$ cat config.mk
export PLATFORM = sky130hd
export DESIGN_NAME = control_sequencer
export DESIGN_NICKNAME = d
export VERILOG_FILES = /design/src/rtl/control_sequencer.sv
export SDC_FILE = /design/constraint.sdc
export NUM_CORES = 1
export LEC_CHECK = 0
export BUFFER_PORTS_ARGS = -buffer_cell sky130_fd_sc_hd__clkbuf_2
export CORE_AREA = 2 2 45 57
export CTS_CLUSTER_SIZE = 12
export DETAILED_ROUTE_END_ITERATION = 8
export DIE_AREA = 0 0 47 59
export GPL_ROUTABILITY_DRIVEN = 0
export GPL_TIMING_DRIVEN = 0
export PLACE_DENSITY = 0.58
export SYNTH_ARGS = -nofsm -noshare
export SYNTH_HDL_FRONTEND = slang
export SYNTH_SLANG_ARGS = --single-unit
export TNS_END_PERCENT = 20
$ cat constraint.sdc
create_clock -name Clock -period 1.7 [get_ports Clock]
set_input_delay 0.17 -clock Clock [delete_from_list [all_inputs] [get_ports Clock]]
set_output_delay 0.17 -clock Clock [all_outputs]
set_load 0.005 [all_outputs]
$ cat src/rtl/control_sequencer.sv
// Moore control unit sequencing fetch (T0-T2) and execute (T3-T5) of
// register-register ALU instructions by driving the datapath's one-hot strobes.
module control_sequencer #(
    parameter logic [4:0] OPC_ADD  = 5'b00011,
    parameter logic [4:0] OPC_SUB  = 5'b00100,
    parameter logic [4:0] OPC_AND  = 5'b00101,
    parameter logic [4:0] OPC_OR   = 5'b00110,
    parameter logic [4:0] OPC_HALT = 5'b11011
) (
    input  logic        Clock,
    input  logic        Reset,
    input  logic        Run,
    input  logic        Mem_ready,
    input  logic [31:0] IR,
    output logic        PCout,
    output logic        Zlowout,
    output logic        MDRout,
    output logic        Rout,
    output logic        MARin,
    output logic        Zin,
    output logic        PCin,
    output logic        MDRin,
    output logic        IRin,
    output logic        Yin,
    output logic        Rin,
    output logic        IncPC,
    output logic        Read,
    output logic        ADD,
    output logic        SUB,
    output logic        AND,
    output logic        OR,
    output logic        Gra,
    output logic        Grb,
    output logic        Grc,
    output logic        Done,
    output logic        Halted,
    output logic        Illegal
);

    // T1 is split so PCin fires only on the first fetch-wait cycle.
    typedef enum logic [3:0] {
        S_IDLE, S_T0, S_T1, S_T1W, S_T2, S_T3, S_T4, S_T5, S_HALT
    } state_e;

    state_e      state_q, state_d;
    logic        illegal_q, illegal_d;
    logic [4:0]  opcode;
    logic        is_alu;
    logic        ir_unused;

    assign opcode    = IR[31:27];
    assign ir_unused = ^IR[26:0];
    assign is_alu    = (opcode == OPC_ADD) || (opcode == OPC_SUB) ||
                       (opcode == OPC_AND) || (opcode == OPC_OR);
    assign Illegal   = illegal_q;

    always_ff @(posedge Clock) begin
        if (Reset) begin
            state_q   <= S_IDLE;
            illegal_q <= 1'b0;
        end else begin
            state_q   <= state_d;
            illegal_q <= illegal_d;
        end
    end

    always_comb begin
        state_d   = state_q;
        illegal_d = illegal_q;
        PCout     = 1'b0;
        Zlowout   = 1'b0;
        MDRout    = 1'b0;
        Rout      = 1'b0;
        MARin     = 1'b0;
        Zin       = 1'b0;
        PCin      = 1'b0;
        MDRin     = 1'b0;
        IRin      = 1'b0;
        Yin       = 1'b0;
        Rin       = 1'b0;
        IncPC     = 1'b0;
        Read      = 1'b0;
        ADD       = 1'b0;
        SUB       = 1'b0;
        AND       = 1'b0;
        OR        = 1'b0;
        Gra       = 1'b0;
        Grb       = 1'b0;
        Grc       = 1'b0;
        Done      = 1'b0;
        Halted    = 1'b0;

        unique case (state_q)
            S_IDLE: begin
                if (Run) state_d = S_T0;
            end
            S_T0: begin
                PCout   = 1'b1;
                MARin   = 1'b1;
                IncPC   = 1'b1;
                Zin     = 1'b1;
                state_d = S_T1;
            end
            S_T1: begin
                Zlowout = 1'b1;
                PCin    = 1'b1;
                Read    = 1'b1;
                MDRin   = 1'b1;
                state_d = Mem_ready ? S_T2 : S_T1W;
            end
            S_T1W: begin
                Read  = 1'b1;
                MDRin = 1'b1;
                if (Mem_ready) state_d = S_T2;
            end
            S_T2: begin
                MDRout  = 1'b1;
                IRin    = 1'b1;
                state_d = S_T3;
            end
            S_T3: begin
                if (is_alu) begin
                    Grb     = 1'b1;
                    Rout    = 1'b1;
                    Yin     = 1'b1;
                    state_d = S_T4;
                end else begin
                    illegal_d = (opcode != OPC_HALT);
                    state_d   = S_HALT;
                end
            end
            S_T4: begin
                Grc     = 1'b1;
                Rout    = 1'b1;
                Zin     = 1'b1;
                ADD     = (opcode == OPC_ADD);
                SUB     = (opcode == OPC_SUB);
                AND     = (opcode == OPC_AND);
                OR      = (opcode == OPC_OR);
                state_d = S_T5;
            end
            S_T5: begin
                Zlowout = 1'b1;
                Gra     = 1'b1;
                Rin     = 1'b1;
                Done    = 1'b1;
                state_d = Run ? S_T0 : S_IDLE;
            end
            S_HALT: begin
                Halted = 1'b1;
            end
            default: begin
                state_d = S_IDLE;
            end
        endcase
    end

endmodule
==> flow_summary.ini, run 1 <==
[outcome]
run_status = complete, no violations

[synthesis]
synth_nets = 102
synth-seq-cells = 5
mappedNetlistArea_sq_um = 541
yosysTopAreaCell = dfxtp_1
synth.most_common_cell = buf_4
synth_top_cells_by_count = buf_4 (9), dfxtp_1 (5), nor2_1 (5)
synth_edf_count = 0
synth_seq_area_share_pct = 18.5
syn-instance-count = 66
yosysUniqueCellTypes = 35
ys.flop_type = dfxtp_1
avgSynthCellArea_sq_um = 8.19
ys_warn_count = 0
synth_top_area_share_pct = 18.5
yosys-top-cells-area = dfxtp_1 (19%), buf_4 (13%), nor3b_1 (5.6%), buf_6 (4.2%), nand3b_1 (4.2%)
async_flop_share_pct = 0

[global_route]
track_usage_pct = 11.5
grt_pass1_wl_um = 2330
grt_pass1_vias = 538
overflow = 0
grt_max_degree = 11
antenna_found_initial = 0

[route]
routedWlPerCell_um = 10.2
detail_route.vias_per_cell = 4.53
first_pass_iters = 3
drt-total-wl_um = 1390
ant_nets = 0
via_count = 616
drt_iter0_drc = 6
post-route-drc-count = 0

[timing]
finalCritPeriodShare_pct = 96.0
grt_setup_unrepaired = yes
whs_ns = 0.174
worst_slew_pin_slew_ns = 0.428
period_minus_slack_ns = 1.63
max_freq_mhz = 613
slew_violations = 0
hold_violations = 0
finalSetupTns_ns = 0
setup_violations = 0
slew_headroom_pct = 71.0
clock_skew_ns = 0.00320

[cts]
clkTransAtPathRegs_ns = 0.04
cts_buffer_depth = 2
clock_latency_ns = 0.24
cts_tree = built
clockRootBuffer = clkbuf_4
cts_sinks = 5
htreeDepth = 1
cts_hold_buf = 0
cts_made_buffers = 3

[floorplan]
dieArea_sq_um = 2770
die_x_um = 47
die_h_um = 59
coreArea_sq_um = 2190
boundaryPins = 59
start_util_pct = 24.7
rows = 19

[power_and_ir_drop]
pwr-share-seq_pct = 28.8
power_frac_comb_pct = 43.3
p_int_uw = 328
switching_share_pct = 31.6
p_switching_uw = 151
ir_worst_vdd_uv = 474
p_leak_nw = 0.419
p_clk_share_pct = 27.9
p_total_uw = 480
p_per_area_nw_per_um2 = 566

[finish]
antennaDiodeCount = 0
drive_above_1_share_pct = 65.7
nets = 142
final_cell_area_sq_um = 848
fillCellCount = 242
area_growth_pct = 56.9

[placement]
dpl-instance-area_sq_um = 734
portBuffers = 31
hpwlAfterDp_um = 1060

[hold_path]
hold_class = in -> reg

[setup_path]
cp.required_ns = 1.53
start_kind = register
path_class = reg -> out
arrival_ns = 1.46
crit_path_end_kind = output pin
worstPathMaxFanout = 10

[flow_run]
max_cap_violations = 0
repair_timing:
item	CTS	global route
resized for setup	7	6
pin swaps	2	2
endpoints found under the setup margin	7	9
setup buffers	0	4
cell usage in the layout, fill, tap and decap left out, drive strengths merged, types with 2 or more instances in the layout:
| cell type | n |
|---|---|
| buf | 15 |
| clkbuf | 35 |
| nand3 | 2 |
| a2111oi | 2 |
| nand3b | 3 |
| and3 | 2 |
| inv | 4 |
| dfxtp | 5 |
| nor4 | 2 |
| nor3b | 4 |
| o21ai | 2 |
| or2 | 2 |
| nor2 | 5 |
| nor3 | 2 |
| o21bai | 2 |
logic make-up (layout without fill, tap and decap cells):
logic type	count (synthesis)	in the layout	share of synthesized area (%)
simple gates	31	31	36.3
compound gates	14	14	23.6
flops	5	5	18.5
buf+inv	15	54	19.4
mux	1	1	2.08
flip-flops by register name, summed over array words and instances (netlist names):
register / flops
Illegal: 1
state_q: 4
layout make-up:
| type | count | area, sq um | area share, % |
|---|---|---|---|
| Timing Repair Buffer | 35 | 185 | 21.8 |
| Buffer | 11 | 97.6 | 11.5 |
| Clock buffer | 4 | 26.3 | 3.10 |
| Inverter | 4 | 15.0 | 1.77 |
| Sequential cell | 5 | 101 | 11.9 |
| Tap cell | 31 | 38.8 | 4.57 |
| Multi-Input combinational cell | 46 | 384 | 45.3 |
through the flow:
step / utilization, % / worst slack [ns] / instances
2_1_floorplan: - / 0.379 / 66
3_3_place_gp: 33.6 / 0.185 / 128
3_5_place_dp: 33.6 / 0.168 / 128
4_1_cts: 36.2 / 0.00143 / 132
5_1_grt: 38.8 / -0.0103 / 136
6_report: 38.8 / 0.0674 / 136
worst paths after layout:
kind	start	to	slack, ns	cells past startpoint
max reg2reg	state_q[2]	state_q[2]	0.41	4
max	state_q[0]	Zlowout	0.07	5
min reg2reg	Illegal	Illegal	0.54	2
min	Reset	state_q[2]	0.17	2
power by group through the flow:
stage / Sequential (mW) / Clock [mW] / Combinational (mW)
CTS: 0.136 / 0.141 / 0.199
detailed placement: 0.138 / 0 / 0.192
global placement: 0.138 / 0 / 0.190
floorplan: 0.136 / 0 / 0.127
global route: 0.141 / 0.159 / 0.228
finish: 0.138 / 0.134 / 0.208
worst max-delay path, cell delays in order, from the launching register on:
cell,delay (ns)
dfxtp_2,0.33
buf_6,0.13
and2b_2,0.19
and3_4,0.18
or2_2,0.28
clkbuf_2,0.11
per-layer routing:
metal / track usage (%) / wire [um] / up-vias
met5: 0 / 0 / -
met4: 1.19 / 0 / 0
met2: 18.4 / 691 / 22
li1: - / - / 314
met1: 14.2 / 603 / 280
met3: 5.79 / 96 / 0
Power figures use the tool's default switching activity.
==> inputs of run 2 (changes only) <==
--- a/config.mk
+++ b/config.mk
@@ -5,14 +5,17 @@
 export SDC_FILE = /design/constraint.sdc
 export NUM_CORES = 1
 export LEC_CHECK = 0
+export ABC_AREA = 1
 export BUFFER_PORTS_ARGS = -buffer_cell sky130_fd_sc_hd__clkbuf_2
-export CORE_AREA = 2 2 45 57
+export CORE_AREA = 2 2 43 55
+export CTS_CLUSTER_DIAMETER = 200
 export CTS_CLUSTER_SIZE = 12
 export DETAILED_ROUTE_END_ITERATION = 8
-export DIE_AREA = 0 0 47 59
+export DIE_AREA = 0 0 45 57
 export GPL_ROUTABILITY_DRIVEN = 0
 export GPL_TIMING_DRIVEN = 0
-export PLACE_DENSITY = 0.58
+export PLACE_DENSITY = 0.6
+export SLEW_MARGIN = 20
 export SYNTH_ARGS = -nofsm -noshare
 export SYNTH_HDL_FRONTEND = slang
 export SYNTH_SLANG_ARGS = --single-unit
==> flow_summary.ini, run 2 <==
[outcome]
run_status = complete, no violations

[power_and_ir_drop]
ir_worst_vdd_uv = 399
p_total_uw = 788
p_per_area_nw_per_um2 = 1110
p_leak_nw = 0.469

[finish]
largest_register = state_q
largest_reg_flops = 4
nets = 163
drive_above_1_share_pct = 35.7
final_cells = 147
antennaDiodeCount = 0
final_cell_mix = clkbuf_2 (31), nand2_1 (22), inv_1 (18), nor2_1 (18), nand3_1 (10)
area_growth_pct = 43.4
postLayoutCoreUtil_pct = 34.0
final_common_cell = clkbuf_2

[setup_path]
crit_path_end_kind = output pin
path_class = reg -> out
cp.required_ns = 1.53
arrival_ns = 1.39
worstPathMaxFanout = 6
start_kind = register

[synthesis]
async_flop_share_pct = 0
synth_edf_count = 0
yosys-top-cells-area = dfxtp_1 (20%), nand2_1 (17%), inv_1 (14%), nor2_1 (14%), buf_4 (11%)
synth_nets = 127
synth.most_common_cell = nand2_1
synth_top_area_share_pct = 20.2
yosysTopAreaCell = dfxtp_1
synth_seq_area_share_pct = 20.2
ys.flop_type = dfxtp_1
synth_top_cells_by_count = nand2_1 (22), inv_1 (19), nor2_1 (18)
mappedNetlistArea_sq_um = 495
avgSynthCellArea_sq_um = 5.44
yosysUniqueCellTypes = 12
ys_warn_count = 0
syn-instance-count = 91
synth-seq-cells = 5

[global_route]
grt_pass1_wl_um = 2050
grt_pass1_vias = 546
overflow = 0
antenna_found_initial = 0
grt_max_degree = 9
track_usage_pct = 10.6

[route]
detail_route.vias_per_cell = 4.28
drt_iter0_drc = 8
via_count = 629
drt-total-wl_um = 1250
post-route-drc-count = 0
first_pass_iters = 4
ant_nets = 0
routedWlPerCell_um = 8.52

[timing]
clock_skew_ns = 0.000805
fin_ws_ns = 0.140
max_freq_mhz = 641
finalSetupTns_ns = 0
worst_slew_pin_slew_ns = 0.283
grt_setup_unrepaired = no
setup_violations = 0
slew_headroom_pct = 81.1
slew_violations = 0
hold_violations = 0
finalCritPeriodShare_pct = 91.8
period_minus_slack_ns = 1.56

[placement]
dp.cells = 143
pre_cts_ws_ns = 0.380
hpwlAfterDp_um = 1040
portBuffers = 31

[floorplan]
coreArea_sq_um = 2090
start_util_pct = 23.7
boundaryPins = 59
die_h_um = 57
rows = 19
dieArea_sq_um = 2570
die_x_um = 45

[cts]
post_cts_buffers = 0
cts_made_buffers = 3
clockRootBuffer = clkbuf_4
cts_tree = built
cts_hold_buf = 0
htreeDepth = 1
cts_buffer_depth = 2
clock_latency_ns = 0.25
cts_sinks = 5
clkTransAtPathRegs_ns = 0.05

[hold_path]
hold_class = in -> reg

[flow_run]
max_cap_violations = 0
-- run 2: cells by family (layout without fill, tap and decap cells) --
kind of cell / Yosys count / after routing / synth area share (%)
AOI/OAI and AO/OA: 4 / 4 / 4.04
buffers and inverters: 26 / 61 / 25.0
DFF: 5 / 5 / 20.2
and+or+nand+nor: 56 / 56 / 50.8
-- run 2: path summary, 6_finish.rpt --
path	from	end	slack (ns)	depth (start not counted)
hold / removal	Reset	state_q[0]	0.13	2
hold reg to reg	Illegal	Illegal	0.51	4
setup reg to reg	state_q[1]	state_q[0]	0.44	6
setup / recovery	state_q[1]	Yin	0.14	7
-- run 2: layout make-up --
| cell class | count | area (sq um) |
|---|---|---|
| buffer | 7 | 52.6 |
| sequential | 5 | 100 |
| tap | 21 | 26.3 |
| fill | 243 | 1380 |
| inverter | 19 | 71.3 |
| timing repair buffer | 31 | 155 |
| multi-input combinational | 60 | 279 |
| clock buffer | 4 | 26.3 |
-- run 2: power breakdown --
group          switching, mW  leakage, nW  internal [mW]
Clock                 0.0543       0.0150         0.0891
Combinational          0.246        0.413          0.207
Sequential            0.0453       0.0407          0.146
-- run 2: repair_timing --
action	CTS	global route
gates resized for setup	0	2
hold endpoints to repair	0	0
endpoints found under the setup margin	0	2
-- run 2: stage by stage --
stage | hold slack [ns] | cell area [sq um]
floorplan | 0.239 | 495
global placement | 0.387 | 677
detailed placement | 0.387 | 677
CTS | 0.123 | 703
global route | 0.129 | 711
finish | 0.131 | 711
-- run 2: critical path: stages, from the launching register on --
cell and delay [ns]:
dfxtp_1 0.38, inv_2 0.12, nand2_1 0.05, nor2_1 0.16, nand2_1 0.14, inv_1 0.09
buf_4 0.10, clkbuf_2 0.09
-- run 2: layer usage --
metal | GRT usage, % | vias to the layer above | part of all wire, %
li1 | - | 340 | -
met1 | 12.1 | 255 | 42
met2 | 17.6 | 32 | 48
met3 | 2.85 | 2 | 8.7
met4 | 5.04 | 0 | 1.2
met5 | 0 | - | 0
